`config.mk`:
```
export PLATFORM = sky130hd
export DESIGN_NAME = dma_xfer_stats
export DESIGN_NICKNAME = d
export VERILOG_FILES = /design/src/rtl/dma_pkg.sv /design/src/rtl/dma_edge_det.sv /design/src/rtl/dma_xfer_stats.sv
export SDC_FILE = /design/constraint.sdc
export NUM_CORES = 1
export LEC_CHECK = 0
export CORE_MARGIN = 1.5
export CORE_UTILIZATION = 54
export CTS_CLUSTER_DIAMETER = 60
export CTS_CLUSTER_SIZE = 20
export DETAILED_ROUTE_END_ITERATION = 10
export PLACE_DENSITY = 0.89
export SLEW_MARGIN = 20
export SYNTH_ARGS = -nofsm -noshare
export SYNTH_HDL_FRONTEND = slang
export SYNTH_SLANG_ARGS = --single-unit
export TNS_END_PERCENT = 5
```
`constraint.sdc`:
```
create_clock -name clk_i -period 1.8 [get_ports clk_i]
set_input_delay 0.36 -clock clk_i [delete_from_list [all_inputs] [get_ports clk_i]]
set_output_delay 0.36 -clock clk_i [all_outputs]
set_load 0.01 [all_outputs]
```
`src/rtl/dma_pkg.sv`:
```
// Shared types and constants for the DMA transfer statistics block.
// Holds the FSM state encoding, the read-select map and the default block identifier.
package dma_pkg;

    typedef enum logic [1:0] {
        IDLE   = 2'd0,
        RUN    = 2'd1,
        COMMIT = 2'd2
    } state_e;

    localparam logic [2:0] RD_LAST    = 3'd0;
    localparam logic [2:0] RD_XFER    = 3'd1;
    localparam logic [2:0] RD_TMO     = 3'd2;
    localparam logic [2:0] RD_RESTART = 3'd3;
    localparam logic [2:0] RD_MIN     = 3'd4;
    localparam logic [2:0] RD_MAX     = 3'd5;
    localparam logic [2:0] RD_STATUS  = 3'd6;
    localparam logic [2:0] RD_ID      = 3'd7;

    localparam logic [31:0] BLOCK_ID_DEFAULT = 32'hD3A50001;

endpackage

```
`src/rtl/dma_edge_det.sv`:
```
// One-stage edge detector; rise/fall are combinational against the registered level.
// The register tracks the input even in reset, so a level already high out of reset is not a rise.
module dma_edge_det (
    input  logic clk_i,
    input  logic x_i,
    output logic rise_o,
    output logic fall_o
);

    logic x_q;

    always_ff @(posedge clk_i) begin
        x_q <= x_i;
    end

    assign rise_o = x_i & ~x_q;
    assign fall_o = ~x_i & x_q;

endmodule

```
`src/rtl/dma_xfer_stats.sv`:
```
// Measures DMA transfers in clk_i cycles, classifies done/timeout, keeps counters, registered read port.
// Done/timeout pulse 2 cycles after busy_i falls; min/max duration tracking only with DMA_XFER_MINMAX_EN.
module dma_xfer_stats
    import dma_pkg::*;
#(
    parameter int          DUR_W    = 32,
    parameter int          EVT_W    = 16,
    parameter logic [31:0] BLOCK_ID = BLOCK_ID_DEFAULT
) (
    input  logic        clk_i,
    input  logic        reset_i,
    input  logic        start_pulse_i,
    input  logic        end_pulse_i,
    input  logic        busy_i,
    input  logic        clr_i,
    input  logic        rd_req_i,
    input  logic [2:0]  rd_sel_i,
    output logic        rd_ack_o,
    output logic [31:0] rd_data_o,
    output logic        active_o,
    output logic        xfer_done_o,
    output logic        xfer_timeout_o
);

    logic rise_start, rise_end, rise_busy, fall_busy;
    logic fall_start_unused, fall_end_unused, rise_busy_unused_dummy_unused;

    dma_edge_det u_start (.clk_i(clk_i), .x_i(start_pulse_i), .rise_o(rise_start), .fall_o(fall_start_unused));
    dma_edge_det u_end   (.clk_i(clk_i), .x_i(end_pulse_i),   .rise_o(rise_end),   .fall_o(fall_end_unused));
    dma_edge_det u_busy  (.clk_i(clk_i), .x_i(busy_i),        .rise_o(rise_busy),  .fall_o(fall_busy));
    assign rise_busy_unused_dummy_unused = 1'b0;

    state_e             state_q, state_d;
    logic [DUR_W-1:0]   dur_q, dur_d, last_dur_q;
    logic               end_seen_q, end_seen_d;
    logic               restart, commit;
    logic [EVT_W-1:0]   xfer_cnt_q, tmo_cnt_q, restart_cnt_q;
    logic               done_q, tmo_q, ack_q;
    logic [31:0]        data_q, rd_mux;
`ifdef DMA_XFER_MINMAX_EN
    logic [DUR_W-1:0]   min_dur_q, max_dur_q;
`endif

    always_comb begin
        state_d    = state_q;
        dur_d      = dur_q;
        end_seen_d = end_seen_q;
        restart    = 1'b0;
        commit     = 1'b0;
        case (state_q)
            IDLE: begin
                if (rise_busy) begin
                    state_d    = RUN;
                    dur_d      = DUR_W'(1);
                    end_seen_d = 1'b0;
                end
            end
            RUN: begin
                // The falling cycle is not part of the window, so dur holds there.
                if (fall_busy) begin
                    state_d = COMMIT;
                end else if (dur_q != '1) begin
                    dur_d = dur_q + DUR_W'(1);
                end
                if (rise_start) begin
                    restart    = 1'b1;
                    dur_d      = DUR_W'(1);
                    end_seen_d = 1'b0;
                end
                if (rise_end) begin
                    end_seen_d = 1'b1;
                end
            end
            COMMIT: begin
                commit = 1'b1;
                if (rise_busy) begin
                    state_d    = RUN;
                    dur_d      = DUR_W'(1);
                    end_seen_d = 1'b0;
                end else begin
                    state_d = IDLE;
                end
            end
            default: state_d = IDLE;
        endcase
    end

    always_ff @(posedge clk_i) begin
        if (reset_i) begin
            state_q    <= IDLE;
            dur_q      <= '0;
            end_seen_q <= 1'b0;
        end else begin
            state_q    <= state_d;
            dur_q      <= dur_d;
            end_seen_q <= end_seen_d;
        end
    end

    always_ff @(posedge clk_i) begin
        if (reset_i || clr_i) begin
            last_dur_q    <= '0;
            xfer_cnt_q    <= '0;
            tmo_cnt_q     <= '0;
            restart_cnt_q <= '0;
`ifdef DMA_XFER_MINMAX_EN
            min_dur_q     <= '1;
            max_dur_q     <= '0;
`endif
        end else begin
            if (restart) begin
                restart_cnt_q <= restart_cnt_q + EVT_W'(1);
            end
            if (commit) begin
                last_dur_q <= dur_q;
                if (end_seen_q) begin
                    xfer_cnt_q <= xfer_cnt_q + EVT_W'(1);
`ifdef DMA_XFER_MINMAX_EN
                    if (dur_q < min_dur_q) min_dur_q <= dur_q;
                    if (dur_q > max_dur_q) max_dur_q <= dur_q;
`endif
                end else begin
                    tmo_cnt_q <= tmo_cnt_q + EVT_W'(1);
                end
            end
        end
    end

    always_comb begin
        rd_mux = '0;
        case (rd_sel_i)
            RD_LAST:    rd_mux = 32'(last_dur_q);
            RD_XFER:    rd_mux = 32'(xfer_cnt_q);
            RD_TMO:     rd_mux = 32'(tmo_cnt_q);
            RD_RESTART: rd_mux = 32'(restart_cnt_q);
`ifdef DMA_XFER_MINMAX_EN
            RD_MIN:     rd_mux = 32'(min_dur_q);
            RD_MAX:     rd_mux = 32'(max_dur_q);
`else
            RD_MIN:     rd_mux = '0;
            RD_MAX:     rd_mux = '0;
`endif
            RD_STATUS:  rd_mux = {29'b0, end_seen_q, state_q};
            RD_ID:      rd_mux = BLOCK_ID;
            default:    rd_mux = '0;
        endcase
    end

    // Pulses fire even when clr_i suppresses the counter update in COMMIT.
    always_ff @(posedge clk_i) begin
        if (reset_i) begin
            done_q <= 1'b0;
            tmo_q  <= 1'b0;
            ack_q  <= 1'b0;
            data_q <= '0;
        end else begin
            done_q <= commit & end_seen_q;
            tmo_q  <= commit & ~end_seen_q;
            ack_q  <= rd_req_i;
            if (rd_req_i) begin
                data_q <= rd_mux;
            end
        end
    end

    assign rd_ack_o       = ack_q;
    assign rd_data_o      = data_q;
    assign active_o       = (state_q == RUN);
    assign xfer_done_o    = done_q;
    assign xfer_timeout_o = tmo_q;

endmodule

```
==> impl_metrics.py <==
metrics = {
    "critical_path": {
        "start_kind": "flip-flop",
        "cp.depth": 6,
        "crit_start": "dur_q[0]",
        "crit_buf_inv": 1,
        "critPathSlowestCell": "nor2_1",
        "path_cells": "buf_4 > nand4_1 > nor2_1 > and4_1 > a31oi_2 > a311oi_4",
        "crit_arrival_ns": 2.34,
        "crit_required_ns": 2.13,
        "max_stage_delay_ns": 0.36,
        "crit_end": "dur_q[13]",
        "reg2regPathDepth": 6,
        "rr_startpoint": "dur_q[0]",
        "critical_path.max_fanout": 6,
        "worstReg2RegEnd": "dur_q[13]",
        "endpoint_kind": "flip-flop",
        "path_class": "flip-flop to flip-flop",
        "critPathTopFamily": "simple AND/OR/NAND/NOR gates",
        "r2r_slack_ns": -0.21,
    },
    "global_routing": {
        "grt_pass1_vias": 7292,
        "grt_pass1_wl_um": 35800,
        "overflow": 0,
        "grt_max_degree": 81,
        "track_usage_pct": 31.7,
        "antenna_found_initial": 0,
    },
    "floorplan": {
        "design.portCount": 46,
        "rows": 42,
        "die_w_um": 119,
        "die-area_um2": 14100,
        "core_area_um2": 13200,
        "die_h_um": 119,
        "start_util_pct": 55.0,
    },
    "cts": {
        "clock_path_buffers": 2,
        "cts_root_buffer": "clkbuf_16",
        "path_clk_slew_ns": 0.07,
        "cts_tree": "built",
        "cts_hold_buffers": 0,
        "cts-buffers-inserted": 17,
        "clock-sinks": 153,
        "htree_levels": 4,
        "clock_latency_ns": 0.44,
    },
    "route": {
        "wl_per_cell_um": 19.5,
        "viasPerCell": 6.39,
        "drtAntennaViolNets": 0,
        "drt-pass1-iter-count": 6,
        "vias": 7499,
        "drtIter0Drc": 994,
        "drc": 0,
        "wl_um": 22900,
    },
    "synthesis": {
        "ys_seq_elements": 153,
        "yosys.area_share.adder_pct": 0.690,
        "syn_inst": 864,
        "synth_top_family_by_area": "simple AND/OR/NAND/NOR gates",
        "synthMuxAreaShare_pct": 2.47,
        "synth_area_per_cell_um2": 8.39,
        "ys_types": 70,
        "synthXorXnorAreaFrac_pct": 4.59,
        "syn-cell-area_um2": 7250,
        "async_flop_share_pct": 0,
        "yosys_warnings": 0,
        "synth-simple-area-share_pct": 27.2,
        "synth.net_count": 878,
        "synth_compound_area_share_pct": 17.7,
        "ys_seq_area_share_pct": 42.2,
        "ys.flop_type": "dfxtp_1",
        "synth-edff-count": 0,
    },
    "pwr": {
        "p_int_mw": 5.86,
        "finalPower_mw": 7.73,
        "p_sw_mw": 1.87,
        "power.density_nw_per_um2": 813,
        "p_comb_share_pct": 7.7,
        "clockPowerShare_pct": 47.6,
        "power_frac_seq_pct": 44.7,
        "p_leak_nw": 3.30,
        "max-vdd-ir-drop_mv": 0.824,
        "sw_frac_of_total_pct": 24.2,
    },
    "status": {
        "failed_checks": "negative setup slack",
        "status": "finished, violations left",
    },
    "finish": {
        "final_util_pct": 72.1,
        "multi_input_area_um2": 4080,
        "syn_to_final_growth_pct": 31.1,
        "drive_gt1_share_pct": 24.4,
        "nets": 998,
        "num_antenna_cells": 0,
        "regArea_um2": 3080,
        "num-fill-cells": 807,
    },
    "sta": {
        "fmaxAchievable_mhz": 497,
        "worst_slack_ns": -0.213,
        "clock-skew-final_ns": 0.00620,
        "hold_violations": 0,
        "rsz0062_at_grt": "yes",
        "slew_headroom_pct": 67.2,
        "min_period_over_period_pct": 112,
        "setup_viol": 13,
        "maxSlewViolCount": 0,
        "period_needed_ns": 2.01,
        "worst_slew_pin_slew_ns": 0.491,
    },
    "placement": {
        "gp_congestion": 0.974,
        "portBuffers": 45,
        "hpwlAfterDp_um": 14000,
    },
    "flow_run": {
        "cap_viol_max_count": 0,
    },
    "min_path": {
        "hold_class": "input pin to flip-flop",
        "min_path_cells": 2,
    },
}
what timing repair did:
item	CTS	global route
setup endpoints to repair	38	52
cloned	1	0
pin swaps	12	19
buffers inserted	2	0
gates resized for setup	33	26
registers in the layout, summed over array words and instances, names as in the netlist:
register / cells
u_busy.x_q: 1
xfer_done_o: 1
dur_q: 32
rd_data_o: 32
restart_cnt_q: 16
u_end.x_q: 1
tmo_cnt_q: 16
u_start.x_q: 1
rd_ack_o: 1
xfer_timeout_o: 1
state_q: 2
end_seen_q: 1
last_dur_q: 32
xfer_cnt_q: 16
worst register-to-register path, stage by stage (launching register included):
cell and delay (ns):
dfxtp_2 0.35, buf_4 0.15, nand4_1 0.22, nor2_1 0.36, and4_1 0.36, a31oi_2 0.18, a311oi_4 0.29
power by group through the flow:
stage	registers [mW]	clock network (mW)	logic (mW)
4_1_cts	3.45	3.68	0.575
2_1_floorplan	3.53	0	0.276
3_3_place_gp	3.52	0	0.529
5_1_grt	3.45	3.83	0.630
3_5_place_dp	3.52	0	0.540
6_report	3.45	3.68	0.595
worst min-delay path by stage:
stage | endpoint | start
after detailed placement | last_dur_q[20] | last_dur_q[20]
final | dur_q[26] | reset_i
after floorplan | u_busy.x_q | busy_i
after CTS | dur_q[26] | reset_i
after global routing | dur_q[26] | reset_i
after global placement | last_dur_q[31] | last_dur_q[31]
cells by family (layout without fill, tap and decap cells):
logic type | count (synthesis) | in the layout
AOI/OAI and AO/OA | 191 | 191
and+or+nand+nor | 391 | 391
muxes | 16 | 16
xor gates and xnor gates | 38 | 38
adders and majority gates | 4 | 4
DFF | 153 | 153
buffers and inverters | 71 | 204
placed cells by master (no fill, tap or decap), types with 4 or more instances in the layout:
cell type / count
a31oi_1: 18
a41oi_1: 4
a311oi_2: 15
dfxtp_2: 9
nand2b_1: 19
and3_1: 11
nor3_2: 4
nor3_1: 19
nand4_1: 26
nor2_1: 80
and2_1: 4
and4_1: 5
o21ai_0: 30
o211ai_1: 17
or3_1: 8
dfxtp_1: 143
mux2_2: 15
nand3_1: 34
a21oi_1: 66
nor4_2: 6
clkbuf_16: 18
buf_12: 11
a22oi_1: 13
nand2_1: 126
nor2b_1: 4
inv_1: 10
xor2_1: 26
clkinv_4: 5
xnor2_1: 12
clkdlybuf4s50_1: 43
buf_4: 102
Yosys cell counts, types with 3 or more instances:
cell,count,area share [%]
nand4_1,26,2.2
buf_6,4,0.62
or2b_2,3,0.36
nor2b_1,6,0.52
nor3_1,24,1.7
ha_1,4,0.69
clkbuf_1,41,2.1
mux2_2,15,2.3
and3_2,4,0.41
clkbuf_2,3,0.21
buf_2,5,0.35
dfxtp_1,153,42
or3_1,8,0.69
xor2_1,26,3.1
inv_1,10,0.52
a32o_1,3,0.41
buf_4,3,0.31
and2_1,4,0.35
a41oi_1,4,0.48
nand3_1,34,2.3
o21ai_0,30,2.1
o211ai_1,17,1.8
or2_2,3,0.26
nand2b_1,19,1.6
a31oi_1,19,1.6
a311oi_1,10,1.2
nor4_1,9,0.78
nor2_1,81,4.2
a21oi_1,66,4.6
and3_1,13,1.1
xnor2_1,12,1.4
a22oi_1,13,1.3
and4_1,7,0.85
nand2_1,128,6.6
a311oi_2,8,1.7
a211oi_1,5,0.52
metal layers:
| layer | vias to the layer above | GRT usage (%) | part of all wire (%) |
|---|---|---|---|
| met3 | 177 | 8.14 | 8.0 |
| met5 | - | 0 | 0 |
| li1 | 3337 | - | - |
| met4 | 0 | 20.0 | 7.5 |
| met2 | 446 | 53.9 | 48 |
| met1 | 3539 | 35.5 | 36 |
stage by stage:
step	hold WS [ns]	std cells	setup WS (ns)	setup TNS (ns)	instance area (um2)
global route	0.201	1173	-0.315	-2.36	9500
global placement	0.443	1138	-0.512	-20.72	8600
floorplan	0.388	864	-0.0230	-0.164	7260
CTS	0.191	1173	-0.00765	-0.0182	9390
finish	0.194	1173	-0.213	-0.908	9500
detailed placement	0.447	1138	-0.530	-23.34	8600
layout make-up:
cell class | count | share of cell area [%]
Clock buffer | 20 | 4.91
Sequential cell | 153 | 32.4
Clock inverter | 12 | 1.49
Timing Repair Buffer | 162 | 15.6
Tap cell | 176 | 2.32
Inverter | 10 | 0.395
Multi-Input combinational cell | 640 | 42.9
Power figures use the tool's default switching activity.
